`src/rtl/fsmc_acq_pkg.sv`:
```
// Shared types and default sizing for the FSMC acquisition sequencer.
// No logic: type and constant definitions only.
// Not applicable: no flow control in this package.
package fsmc_acq_pkg;

    localparam int DEPTH_DEF     = 10000;
    localparam int ADDR_W_DEF    = 14;
    localparam int DATA_W_DEF    = 12;
    localparam int PULSE_LEN_DEF = 8;
    localparam int TIMEOUT_DEF   = 65535;
    localparam int FSMC_W        = 16;

    typedef enum logic [1:0] {
        ST_IDLE,
        ST_PULSE,
        ST_CAPTURE,
        ST_READOUT
    } state_t;

endpackage

```
`src/rtl/sync_2ff.sv`:
```
// Two-flop synchroniser for an asynchronous single-bit input.
// Latency: 2 clocks from pin change to o_q.
// No backpressure; the input is sampled every cycle.
module sync_2ff #(
    parameter logic RST_VAL = 1'b0
) (
    input  logic i_clk,
    input  logic i_rst,
    input  logic i_d,
    output logic o_q
);

    logic r_s1;
    logic r_s2;

    // Metastability chain; reset value matches the pin's idle level so reset release makes no false edge.
    always_ff @(posedge i_clk or posedge i_rst) begin
        if (i_rst) begin
            r_s1 <= RST_VAL;
            r_s2 <= RST_VAL;
        end else begin
            r_s1 <= i_d;
            r_s2 <= r_s1;
        end
    end

    assign o_q = r_s2;

endmodule

```
`src/rtl/fsmc_acq_sequencer.sv`:
```
// Sequences pulse -> capture DEPTH samples -> serve them to the MCU one word per NOE fall.
// Latency: pulse 3 clocks after START pin edge; read index moves 3 clocks after NOE falls, word 2 later.
// No backpressure: capture follows cap_valid; readout paced by NOE with a timeout abort.
module fsmc_acq_sequencer
    import fsmc_acq_pkg::*;
#(
    parameter int DEPTH     = DEPTH_DEF,
    parameter int ADDR_W    = ADDR_W_DEF,
    parameter int DATA_W    = DATA_W_DEF,
    parameter int PULSE_LEN = PULSE_LEN_DEF,
    parameter int TIMEOUT   = TIMEOUT_DEF
) (
    input  logic              DCLK,
    input  logic              RST,
    input  logic              START_FGPA,
    input  logic              FGPA_OE,
    input  logic              cap_valid,
    input  logic [DATA_W-1:0] cap_data,
    output logic              buf_we,
    output logic [ADDR_W-1:0] buf_waddr,
    output logic [DATA_W-1:0] buf_wdata,
    output logic [ADDR_W-1:0] buf_raddr,
    input  logic [DATA_W-1:0] buf_rdata,
    output logic              ema_pulse,
    output logic              fsmc_dir,
    output logic [FSMC_W-1:0] fsmc_out,
    output logic              data_ready,
    output logic              busy,
    output logic              err_timeout
);

    localparam int PC_W  = (PULSE_LEN > 1) ? $clog2(PULSE_LEN) : 1;
    localparam int TMO_W = $clog2(TIMEOUT + 1);

    state_t            r_state;
    state_t            w_state_nxt;
    logic              w_start_s2;
    logic              w_oe_s2;
    logic              r_start_s3;
    logic              r_oe_s3;
    logic              w_start_rise;
    logic              w_oe_fall;
    logic [ADDR_W-1:0] r_wr_idx;
    logic [ADDR_W-1:0] r_rd_idx;
    logic [PC_W-1:0]   r_pulse_cnt;
    logic [TMO_W-1:0]  r_tmo_cnt;
    logic              r_err;
    logic [FSMC_W-1:0] r_fsmc_out;
    logic              w_pulse_done;
    logic              w_cap_last;
    logic              w_rd_last;
    logic              w_tmo_hit;

    sync_2ff #(.RST_VAL(1'b0)) u_sync_start (
        .i_clk (DCLK),
        .i_rst (RST),
        .i_d   (START_FGPA),
        .o_q   (w_start_s2)
    );

    sync_2ff #(.RST_VAL(1'b1)) u_sync_oe (
        .i_clk (DCLK),
        .i_rst (RST),
        .i_d   (FGPA_OE),
        .o_q   (w_oe_s2)
    );

    // History stage behind each synchroniser for edge detection.
    always_ff @(posedge DCLK or posedge RST) begin
        if (RST) begin
            r_start_s3 <= 1'b0;
            r_oe_s3    <= 1'b1;
        end else begin
            r_start_s3 <= w_start_s2;
            r_oe_s3    <= w_oe_s2;
        end
    end

    assign w_start_rise = w_start_s2 & ~r_start_s3;
    assign w_oe_fall    = r_oe_s3 & ~w_oe_s2;

    assign w_pulse_done = (r_pulse_cnt == PC_W'(PULSE_LEN - 1));
    assign w_cap_last   = cap_valid && (r_wr_idx == ADDR_W'(DEPTH - 1));
    assign w_rd_last    = w_oe_fall && (r_rd_idx == ADDR_W'(DEPTH - 1));
    // An NOE fall in the limit cycle counts as activity, so the final read beats the timeout.
    assign w_tmo_hit    = !w_oe_fall && (r_tmo_cnt == TMO_W'(TIMEOUT));

    // State register.
    always_ff @(posedge DCLK or posedge RST) begin
        if (RST) begin
            r_state <= ST_IDLE;
        end else begin
            r_state <= w_state_nxt;
        end
    end

    // Next-state decode; START is only honoured from IDLE.
    always_comb begin
        w_state_nxt = r_state;
        case (r_state)
            ST_IDLE:    if (w_start_rise) w_state_nxt = ST_PULSE;
            ST_PULSE:   if (w_pulse_done) w_state_nxt = ST_CAPTURE;
            ST_CAPTURE: if (w_cap_last)   w_state_nxt = ST_READOUT;
            ST_READOUT: if (w_rd_last || w_tmo_hit) w_state_nxt = ST_IDLE;
            default:    w_state_nxt = ST_IDLE;
        endcase
    end

    // Per-state counters and the sticky timeout flag; indices wrap to 0 on completion.
    always_ff @(posedge DCLK or posedge RST) begin
        if (RST) begin
            r_wr_idx    <= '0;
            r_rd_idx    <= '0;
            r_pulse_cnt <= '0;
            r_tmo_cnt   <= '0;
            r_err       <= 1'b0;
        end else begin
            case (r_state)
                ST_IDLE: begin
                    if (w_start_rise) begin
                        r_wr_idx    <= '0;
                        r_rd_idx    <= '0;
                        r_pulse_cnt <= '0;
                        r_tmo_cnt   <= '0;
                        r_err       <= 1'b0;
                    end
                end
                ST_PULSE: begin
                    r_pulse_cnt <= w_pulse_done ? '0 : r_pulse_cnt + PC_W'(1);
                end
                ST_CAPTURE: begin
                    if (cap_valid) begin
                        r_wr_idx <= w_cap_last ? '0 : r_wr_idx + ADDR_W'(1);
                    end
                end
                ST_READOUT: begin
                    if (w_oe_fall) begin
                        r_rd_idx  <= w_rd_last ? '0 : r_rd_idx + ADDR_W'(1);
                        r_tmo_cnt <= '0;
                    end else if (w_tmo_hit) begin
                        r_err     <= 1'b1;
                        r_rd_idx  <= '0;
                        r_tmo_cnt <= '0;
                    end else begin
                        r_tmo_cnt <= r_tmo_cnt + TMO_W'(1);
                    end
                end
                default: ;
            endcase
        end
    end

    // Output word register: follows the buffer every cycle while serving, zero otherwise.
    always_ff @(posedge DCLK or posedge RST) begin
        if (RST) begin
            r_fsmc_out <= '0;
        end else if (r_state == ST_READOUT) begin
            r_fsmc_out <= FSMC_W'(buf_rdata);
        end else begin
            r_fsmc_out <= '0;
        end
    end

    assign ema_pulse   = (r_state == ST_PULSE);
    assign buf_we      = (r_state == ST_CAPTURE) && cap_valid;
    assign buf_waddr   = r_wr_idx;
    assign buf_wdata   = (r_state == ST_CAPTURE) ? cap_data : '0;
    assign buf_raddr   = r_rd_idx;
    assign fsmc_dir    = (r_state == ST_READOUT);
    assign data_ready  = (r_state == ST_READOUT);
    assign busy        = (r_state != ST_IDLE);
    assign err_timeout = r_err;
    assign fsmc_out    = r_fsmc_out;

endmodule

```
`config.mk`:
```
export PLATFORM = sky130hd
export DESIGN_NAME = fsmc_acq_sequencer
export DESIGN_NICKNAME = d
export VERILOG_FILES = /design/src/rtl/fsmc_acq_pkg.sv /design/src/rtl/sync_2ff.sv /design/src/rtl/fsmc_acq_sequencer.sv
export SDC_FILE = /design/constraint.sdc
export NUM_CORES = 1
export LEC_CHECK = 0
export BUFFER_PORTS_ARGS = -buffer_cell sky130_fd_sc_hd__buf_2
export CORE_MARGIN = 1
export CORE_UTILIZATION = 30
export CTS_BUF_LIST = sky130_fd_sc_hd__clkbuf_8
export CTS_CLUSTER_SIZE = 14
export DETAILED_ROUTE_END_ITERATION = 10
export HOLD_SLACK_MARGIN = 0.08
export PLACE_DENSITY_LB_ADDON = 0.15
export SKIP_CTS_REPAIR_TIMING = 1
export SYNTH_ARGS = -nofsm -noshare
export SYNTH_HDL_FRONTEND = slang
export SYNTH_SLANG_ARGS = --single-unit
```
`constraint.sdc`:
```
create_clock -name DCLK -period 5.6 [get_ports DCLK]
set_input_delay 0 -clock DCLK [delete_from_list [all_inputs] [get_ports DCLK]]
set_output_delay 0 -clock DCLK [all_outputs]
set_load 0.01 [all_outputs]
```
==> flow_summary.yaml <==
timing:
  fin_crit_sh_pct: 42.3
  finalSetupViolCount: 0
  min_period_ps: 2370
  hold_viol_final: 0
  hold_ws_ps: 287
  slew_violations: 0
  fin_setup_tns_ps: 0
  worstMarginPinSlew_ps: 864
  slew_headroom_pct: 42.4
  setup_slack_ps: 3230
  rsz0062_at_grt: "no"
  fin_skew_ps: 13.4
  fmax_ghz: 0.422
floorplan:
  die_area_um2: 12200
  core_um2: 11500
  io-pin-count: 91
  start_util_pct: 30.9
  fp.dieH_um: 111
  rows: 39
  die_w_um: 111
critical_path:
  cp_data_required_time_ps: 5840
  setup.worst_path.start_class: "flop"
  crit_arrival_ps: 2610
  critPathKind: "flop to flop"
  r2r_slack_ps: 3230
  crit_fanout: 18
  crit_path_end_kind: "flop"
synthesis:
  synth_edf_count: 0
  yosys_warnings: 0
  synth_area_um2: 3540
  ys_types: 52
  synth_seq_cells: 68
  synth_ff_type: "dfrtp_1"
  syn_inst: 371
  ys_seq_area_share_pct: 48.1
  synth.avg_cell_area_um2: 9.55
  ys_async_sr_fraction_pct: 100
cts:
  cts_root_buf: "clkbuf_8"
  clock_latency_ps: 360
  cts_tree: "built"
  cts_buffers: 9
  numClockSinks: 68
  htreeDepth: 3
  cts_buffer_depth: 2
  path_clk_slew_ps: 70
hold_path:
  hp-class: "primary input to flop"
routing:
  viasPerCell: 4.84
  dr.pass1.iters: 4
  wirelength_um: 8390
  drc_errors: 0
  wl_per_cell_um: 13.5
  num_vias: 3003
  antenna_left: 0
  drtIter0Drc: 93
job:
  maxCapViolCount: 0
global_route:
  grt_pass1_wl_um: 14100
  grt_pass1_vias: 2899
  grt_antenna_before_repair: 0
  grt_overflow: 0
  grt_max_degree: 69
  grt_util_all_layers_pct: 14.3
finish:
  nFillCells: 1146
  final_area_um2: 4460
  final_util_pct: 38.9
  fin_nets: 513
  syn_to_final_growth_pct: 25.9
  antennaDiodeCount: 0
  drive_gt1_share_pct: 25.3
status:
  status: "finished clean"
pwr:
  p_per_area_nw_per_um2: 366
  power.leakage_nw: 2.07
  irDropWorstVdd_mv: 0.113
place:
  dpl.hpwl_um: 5980
  gp_congestion: 0.828
  dp_slack_ps: 3210
  place_area_um2: 4090
  numPortBuffers: 86
report_power, final:
part	switching [W]	total, W	internal, W
Sequential	0.0000441	0.000594	0.000550
Combinational	0.000382	0.000593	0.000210
Clock	0.000196	0.000445	0.000249
path summary, 6_finish.rpt:
kind / startpoint / end / cells past startpoint
min in group asynchronous: RST / fsmc_out[6] / 4
setup / recovery: r_state[1] / r_tmo_cnt[6] / 5
max in group asynchronous: RST / buf_waddr[6] / 4
setup reg to reg: r_state[1] / r_tmo_cnt[6] / 5
hold / removal: START_FGPA / u_sync_start.r_s1 / 2
hold reg to reg: u_sync_oe.r_s1 / u_sync_oe.o_q / 0
metrics by stage:
stage               std cells  total power, W
CTS                       606         0.00165
global route              621         0.00177
finish                    621         0.00163
global placement          590         0.00119
detailed placement        590         0.00120
floorplan                 374         0.00101
placed cells by master (no fill, tap or decap), types with 2 or more instances in the layout:
cell type	synthesis	routed
xor2_1	4	4
xnor2_1	14	14
clkinv_2	0	3
a32o_1	2	2
a21oi_1	12	12
conb_1	1	4
nor4_4	2	2
nor3_1	20	20
inv_1	15	14
ha_1	11	11
nor2_1	33	33
dfrtp_1	65	65
a32oi_1	2	2
nand2_1	37	37
nand4b_1	2	2
dfstp_2	3	3
o41ai_1	3	3
o22ai_1	3	3
nor2_2	2	2
nand2b_1	4	4
and2_1	27	27
or2_2	2	2
nand4_1	8	8
o21ai_0	30	30
dlygate4sd3_1	0	15
bufinv_16	0	2
nand3b_1	3	3
or4_1	2	2
clkbuf_8	0	9
mux2i_1	7	7
nand3_1	19	19
and4_1	2	2
and3_1	2	2
buf_2	3	86
nor2b_1	2	2
registers in the layout, summed over array words and instances, names as in the netlist:
name	count
u_sync_start.r_s1	1
buf_waddr	14
u_sync_oe.r_s1	1
r_state	2
r_start_s3	1
u_sync_start.o_q	1
r_oe_s3	1
buf_raddr	14
err_timeout	1
r_pulse_cnt	3
fsmc_out	12
u_sync_oe.o_q	1
r_tmo_cnt	16
worst max-delay path, cell delays in order, from the launching register on:
cell and delay, ps:
dfrtp_1 380, ha_1 530, o21ai_0 420, nor2_2 400
nand2_1 160, o41ai_1 370
cell usage after synthesis (3+ instances only):
cell | instances | area, um^2
ha_1 | 11 | 138
xor2_1 | 4 | 35.0
nor3_1 | 20 | 100
clkbuf_1 | 4 | 15.0
dfstp_2 | 3 | 78.8
o21ai_0 | 30 | 150
nor2_1 | 33 | 124
nand2b_1 | 4 | 25.0
nand3_1 | 19 | 95.1
a21oi_1 | 12 | 60.1
buf_4 | 5 | 37.5
nand2_1 | 37 | 139
o41ai_1 | 3 | 26.3
nand4_1 | 8 | 50.1
buf_2 | 3 | 15.0
inv_1 | 15 | 56.3
o22ai_1 | 3 | 18.8
mux2i_1 | 7 | 70.1
and2_1 | 27 | 169
dfrtp_1 | 65 | 1630
nand3b_1 | 3 | 22.5
xnor2_1 | 14 | 123
kinds of logic (layout without fill, tap and decap cells):
group | after synthesis | in the layout | synth area share, %
simple gates | 176 | 176 | 27.1
flops | 68 | 68 | 48.1
compound gates | 60 | 60 | 10.2
buf+inv | 29 | 133 | 3.78
xor+xnor | 18 | 18 | 4.45
fa+ha+maj | 11 | 11 | 3.89
mux | 8 | 8 | 2.30
other cells | 1 | 4 | 0.106
per-layer routing:
layer / up-vias / global-route usage (%) / part of all wire [%]
met4: 0 / 6.67 / 1.9
met5: - / 0 / 0
met3: 15 / 2.62 / 3.9
li1: 1490 / - / -
met1: 1426 / 19.2 / 47
met2: 72 / 22.4 / 47
area by class of cell:
class / instances / area (um^2) / share of cell area, %
well taps: 143 / 179 / 4.01
flip-flops and latches: 68 / 1710 / 38.3
repair buffers: 102 / 588 / 13.2
inverters: 15 / 56.3 / 1.26
multi-input cells: 277 / 1710 / 38.5
clock buffers: 9 / 124 / 2.78
clock inverters: 7 / 91.3 / 2.05
Note: power is estimated with default switching activity, not from simulation.
